===== config.mk =====
export PLATFORM = sky130hd
export DESIGN_NAME = piso_serializer
export DESIGN_NICKNAME = d
export VERILOG_FILES = /design/src/rtl/piso_serializer_pkg.sv /design/src/rtl/piso_serializer.sv
export SDC_FILE = /design/constraint.sdc
export NUM_CORES = 1
export LEC_CHECK = 0
export CORE_ASPECT_RATIO = 1.1
export CORE_MARGIN = 1.5
export CORE_UTILIZATION = 30
export CTS_CLUSTER_DIAMETER = 150
export CTS_CLUSTER_SIZE = 24
export DETAILED_ROUTE_END_ITERATION = 6
export PLACE_DENSITY = 0.6
export SKIP_CTS_REPAIR_TIMING = 1
export SYNTH_ARGS = -nofsm -noshare
export SYNTH_HDL_FRONTEND = slang
export SYNTH_SLANG_ARGS = --single-unit

===== constraint.sdc =====
create_clock -name clk -period 1.75 [get_ports clk]
set_input_delay 0.525 -clock clk [delete_from_list [all_inputs] [get_ports clk]]
set_output_delay 0.525 -clock clk [all_outputs]
set_load 0.1 [all_outputs]

===== src/rtl/piso_serializer_pkg.sv =====
// Shared serial-link definitions: FSM state encoding and frame-length derivation.
// Optional parity bit selected by the PISO_PARITY_EN macro.
package piso_serializer_pkg;

    typedef enum logic {
        ST_IDLE  = 1'b0,
        ST_SHIFT = 1'b1
    } state_t;

`ifdef PISO_PARITY_EN
    localparam bit PARITY_EN = 1'b1;
`else
    localparam bit PARITY_EN = 1'b0;
`endif

    // Bits on the wire per word; receivers derive their frame length from this too.
    function automatic int frame_len(input int width);
        return width + (PARITY_EN ? 1 : 0);
    endfunction

endpackage


===== src/rtl/piso_serializer.sv =====
// Parallel-in serial-out transmitter: first bit registered one cycle after accept, one bit per cycle.
// Ready only when idle or on the last frame bit; PISO_PARITY_EN appends an even-parity bit.
module piso_serializer
    import piso_serializer_pkg::*;
#(
    parameter int WIDTH     = 4,
    parameter bit MSB_FIRST = 1'b1
) (
    input  logic             clk,
    input  logic             rst,
    input  logic             load_valid,
    output logic             load_ready,
    input  logic [WIDTH-1:0] load_data,
    output logic             ser_out,
    output logic             ser_valid,
    output logic             ser_last
);

    localparam int FRAME = frame_len(WIDTH);
    localparam int CW    = $clog2(FRAME + 1);
    localparam logic [CW-1:0] LAST_IDX = CW'(FRAME - 1);

    state_t           state_q;
    logic [WIDTH-1:0] shreg_q;
    logic [CW-1:0]    cnt_q;
    logic             ser_out_q;
    logic             ser_valid_q;
    logic             ser_last_q;

    logic             at_last;
    logic             accept;
    logic [CW-1:0]    cnt_d;
    logic             load_head;
    logic [WIDTH-1:0] load_adv;
    logic             shreg_head;
    logic [WIDTH-1:0] shreg_adv;
    logic             next_bit;

    assign at_last    = (state_q == ST_SHIFT) && (cnt_q == LAST_IDX);
    assign load_ready = (state_q == ST_IDLE) || at_last;
    assign accept     = load_valid && load_ready;
    assign cnt_d      = cnt_q + 1'b1;

    // The head bit goes straight to ser_out on accept, so the register holds the remainder.
    assign load_head  = MSB_FIRST ? load_data[WIDTH-1] : load_data[0];
    assign load_adv   = MSB_FIRST ? (load_data << 1) : (load_data >> 1);
    assign shreg_head = MSB_FIRST ? shreg_q[WIDTH-1] : shreg_q[0];
    assign shreg_adv  = MSB_FIRST ? (shreg_q << 1) : (shreg_q >> 1);

`ifdef PISO_PARITY_EN
    localparam logic [CW-1:0] DATA_LAST = CW'(WIDTH - 1);
    logic parity_q;

    always_ff @(posedge clk) begin
        if (rst) begin
            parity_q <= 1'b0;
        end else if (accept) begin
            parity_q <= ^load_data;
        end
    end

    assign next_bit = (cnt_q == DATA_LAST) ? parity_q : shreg_head;
`else
    assign next_bit = shreg_head;
`endif

    always_ff @(posedge clk) begin
        if (rst) begin
            state_q     <= ST_IDLE;
            shreg_q     <= '0;
            cnt_q       <= '0;
            ser_out_q   <= 1'b0;
            ser_valid_q <= 1'b0;
            ser_last_q  <= 1'b0;
        end else if (accept) begin
            state_q     <= ST_SHIFT;
            shreg_q     <= load_adv;
            cnt_q       <= '0;
            ser_out_q   <= load_head;
            ser_valid_q <= 1'b1;
            ser_last_q  <= 1'b0;
        end else if (state_q == ST_SHIFT) begin
            if (at_last) begin
                state_q     <= ST_IDLE;
                cnt_q       <= '0;
                ser_out_q   <= 1'b0;
                ser_valid_q <= 1'b0;
                ser_last_q  <= 1'b0;
            end else begin
                shreg_q     <= shreg_adv;
                cnt_q       <= cnt_d;
                ser_out_q   <= next_bit;
                ser_valid_q <= 1'b1;
                ser_last_q  <= (cnt_d == LAST_IDX);
            end
        end
    end

    assign ser_out   = ser_out_q;
    assign ser_valid = ser_valid_q;
    assign ser_last  = ser_last_q;

endmodule


==> reports/qor.txt <==
==============================================================================
Placement Cell Area .............................................     641 um^2
Number of enable-type register cells in the synthesized netlist .            0
Worst-path fanout max ...........................................            2
Count of fill cells added during filler insertion ...............          140
Vias in the first global route ..................................          352
Area added between synthesis and finish .........................        46.9%
Fin cells .......................................................           81
Antenna fix cells ...............................................            0
Post-Place Cells ................................................           76
Gate count after technology mapping .............................           50
Later-pin clock latency in the skew report ......................       250 ps
Maximum number of buffers from clock root to sink ...............            2
Count of final max-slew check failures ..........................            0
Worst min path class ............................................   reg -> reg
Row cnt .........................................................           14
Worst setup timing slack at the placement stage .................      46.9 ps
Transition at the pin with the smallest max-transition slack ....       425 ps
Pin count of the biggest net entering global routing ............           13
Post-detailed-route via-to-cell ratio ...........................         4.64
Result of the run ............................................... finished, violations left
Share of the synthesized area in the top cell type ..............        0.417
Flip-flop cell with the highest count after synthesis ........... sky130_fd_sc_hd__dfxtp_1
Violations in the final reports ................................. setup timing
Hold Fails Final Rpt ............................................            0
Area contributors post-synth .................................... sky130_fd_sc_hd__dfxtp_1, sky130_fd_sc_hd__a211oi_2, sky130_fd_sc_hd__ha_1
Average cell area after synthesis ...............................    9.61 um^2
Root buffer cell ................................................ sky130_fd_sc_hd__clkbuf_4
Setup repair after global routing missed its margin .............          yes
Synth cell types ................................................           19
I/O pin count ...................................................           11
Count of warnings emitted by yosys ..............................            0
TritonCTS clock tree ............................................         done
Proportion of layout cells with a drive suffix above 1 ..........        0.323
Crit start category .............................................         flop
Total standard cell area after synthesis ........................     480 um^2
Area used by multi-input combinational logic ....................     262 um^2
DR DRC count ....................................................            0
CTS sink count ..................................................           10
Worst clock skew ................................................      3.76 ps
Clock transition at the registers of the reported paths .........        60 ps
Area of the core ................................................ 0.00144 mm^2
Final setup violation count .....................................            1
Layout Nets .....................................................           77
Slack of the critical path ......................................      -121 ps
Worst vdd rail ir drop ..........................................     0.359 mV
P per Cell Area .................................................  769 mW/mm^2
Post-layout min period ..........................................      1870 ps
Leak ............................................................     0.285 nW
H-tree lvl count ................................................            1
Crit path capture type ..........................................  output port
Number of vias after detailed routing ...........................          376
Top achievable clock speed ......................................      535 MHz
Port Buf Inserts ................................................           10
Post-route antenna net violation count ..........................            0
Slew headroom ...................................................        0.716
Placer congestion estimate ......................................        0.716
Most used standard cells in the synthesized netlist ............. sky130_fd_sc_hd__dfxtp_1, sky130_fd_sc_hd__nor2_1, sky130_fd_sc_hd__inv_1
Worst EP required ...............................................      1220 ps
Global-route wire length before repair ..........................      1540 um
Sequential cell area fraction in the yosys report ...............        0.417
Fin crit share ..................................................         1.07
Design area .....................................................     706 um^2
Horizontal die dimension ........................................      41.2 um
Data arrival time of the critical path ..........................      1350 ps
Overflow left after global routing ..............................            0
Total wire length ...............................................       942 um
Starting utilization of the core area ...........................        0.334
Syn Nets ........................................................           60
Length of the first detailed-routing pass in iterations .........            3
DR iter-0 viols .................................................            1
Overall power consumption .......................................       542 uW
Die footprint ................................................... 0.00185 mm^2
Area taken by flip-flops and latches ............................     203 um^2
Overall Global Routing Usage ....................................        0.129
Number of register bits inferred by synthesis ...................           10
Detailed Place HPWL .............................................       659 um
Max-cap violation count .........................................            0
Ys async rst share ..............................................            0
Crit path kind ..................................................   reg -> out
Setup total negative slack ......................................      -121 ps
Initial antenna violation count .................................            0
Detail-routed net length per standard cell ......................      11.6 um
Die Y ...........................................................      45.0 um
Num CTS Buffers .................................................            3
Yosys top cell by area .......................................... sky130_fd_sc_hd__dfxtp_1
==============================================================================
[logic make-up (layout without fill, tap and decap cells)]
| logic type | Yosys count | in the layout | synth area share |
|---|---|---|---|
| and+or+nand+nor | 17 | 17 | 0.174 |
| DFF | 10 | 10 | 0.417 |
| AOI/OAI and AO/OA | 9 | 9 | 0.177 |
| buffers and inverters | 8 | 23 | 0.0911 |
| adders and majority gates | 3 | 3 | 0.0781 |
| muxes | 3 | 3 | 0.0625 |
[cells in the final DEF (no fill, tap or decap), types with 2 or more instances in the layout]
| cell type | count |
|---|---|
| sky130_fd_sc_hd__nor2_1 | 10 |
| sky130_fd_sc_hd__buf_4 | 5 |
| sky130_fd_sc_hd__nor3_1 | 3 |
| sky130_fd_sc_hd__nor3b_1 | 2 |
| sky130_fd_sc_hd__mux2i_1 | 3 |
| sky130_fd_sc_hd__clkbuf_4 | 3 |
| sky130_fd_sc_hd__o32a_1 | 2 |
| sky130_fd_sc_hd__inv_1 | 4 |
| sky130_fd_sc_hd__dfxtp_2 | 2 |
| sky130_fd_sc_hd__ha_4 | 2 |
| sky130_fd_sc_hd__clkdlybuf4s50_1 | 6 |
| sky130_fd_sc_hd__buf_12 | 4 |
| sky130_fd_sc_hd__dfxtp_1 | 8 |
| sky130_fd_sc_hd__a211oi_2 | 3 |
[through the flow]
| step | util | hold slack [ps] |
|---|---|---|
| 4_1_cts | 0.462 | 532 |
| 3_5_place_dp | 0.446 | 523 |
| 3_3_place_gp | 0.446 | 515 |
| 2_1_floorplan | - | 498 |
| 5_1_grt | 0.491 | 569 |
| 6_report | 0.491 | 530 |
[per-layer routing]
layer / up-vias / routed length, um / global-route usage
li1: 206 / - / -
met1: 162 / 467 / 0.169
met2: 6 / 429 / 0.178
met3: 2 / 28 / 0.0443
met4: 0 / 16 / 0.0774
met5: - / 0 / 0
[power by group]
part / internal (mW) / switching [mW] / total, mW
Clock: 0.0790 / 0.0706 / 0.150
Combinational: 0.0611 / 0.0765 / 0.138
Sequential: 0.241 / 0.0137 / 0.255
Total: 0.382 / 0.161 / 0.542
[final timing paths]
kind	slack [ps]	cells past startpoint	from	endpoint
worst max-delay path	-120	5	cnt_q[1]	load_ready
worst min-delay path	530	2	shreg_q[1]	shreg_q[1]
worst max register to register	350	6	cnt_q[1]	ser_out
worst min register to register	530	2	shreg_q[1]	shreg_q[1]
[registers in the layout, summed over array words and instances (netlist names)]
name       count
cnt_q          3
shreg_q        3
ser_last       1
ser_out        1
ser_valid      1
state_q        1
[critical path, cell delays in order (launching register included)]
cell,delay (ps)
sky130_fd_sc_hd__dfxtp_2,340
sky130_fd_sc_hd__ha_4,160
sky130_fd_sc_hd__ha_4,150
sky130_fd_sc_hd__and2b_4,250
sky130_fd_sc_hd__inv_4,40
sky130_fd_sc_hd__buf_12,150
[layout make-up]
cell class,instances,area share
multi-input cells,32,0.371
flip-flops and latches,10,0.287
repair buffers,15,0.252
clock buffers,3,0.0319
inverters,5,0.0301
well taps,16,0.0284
Power figures use the tool's default switching activity.
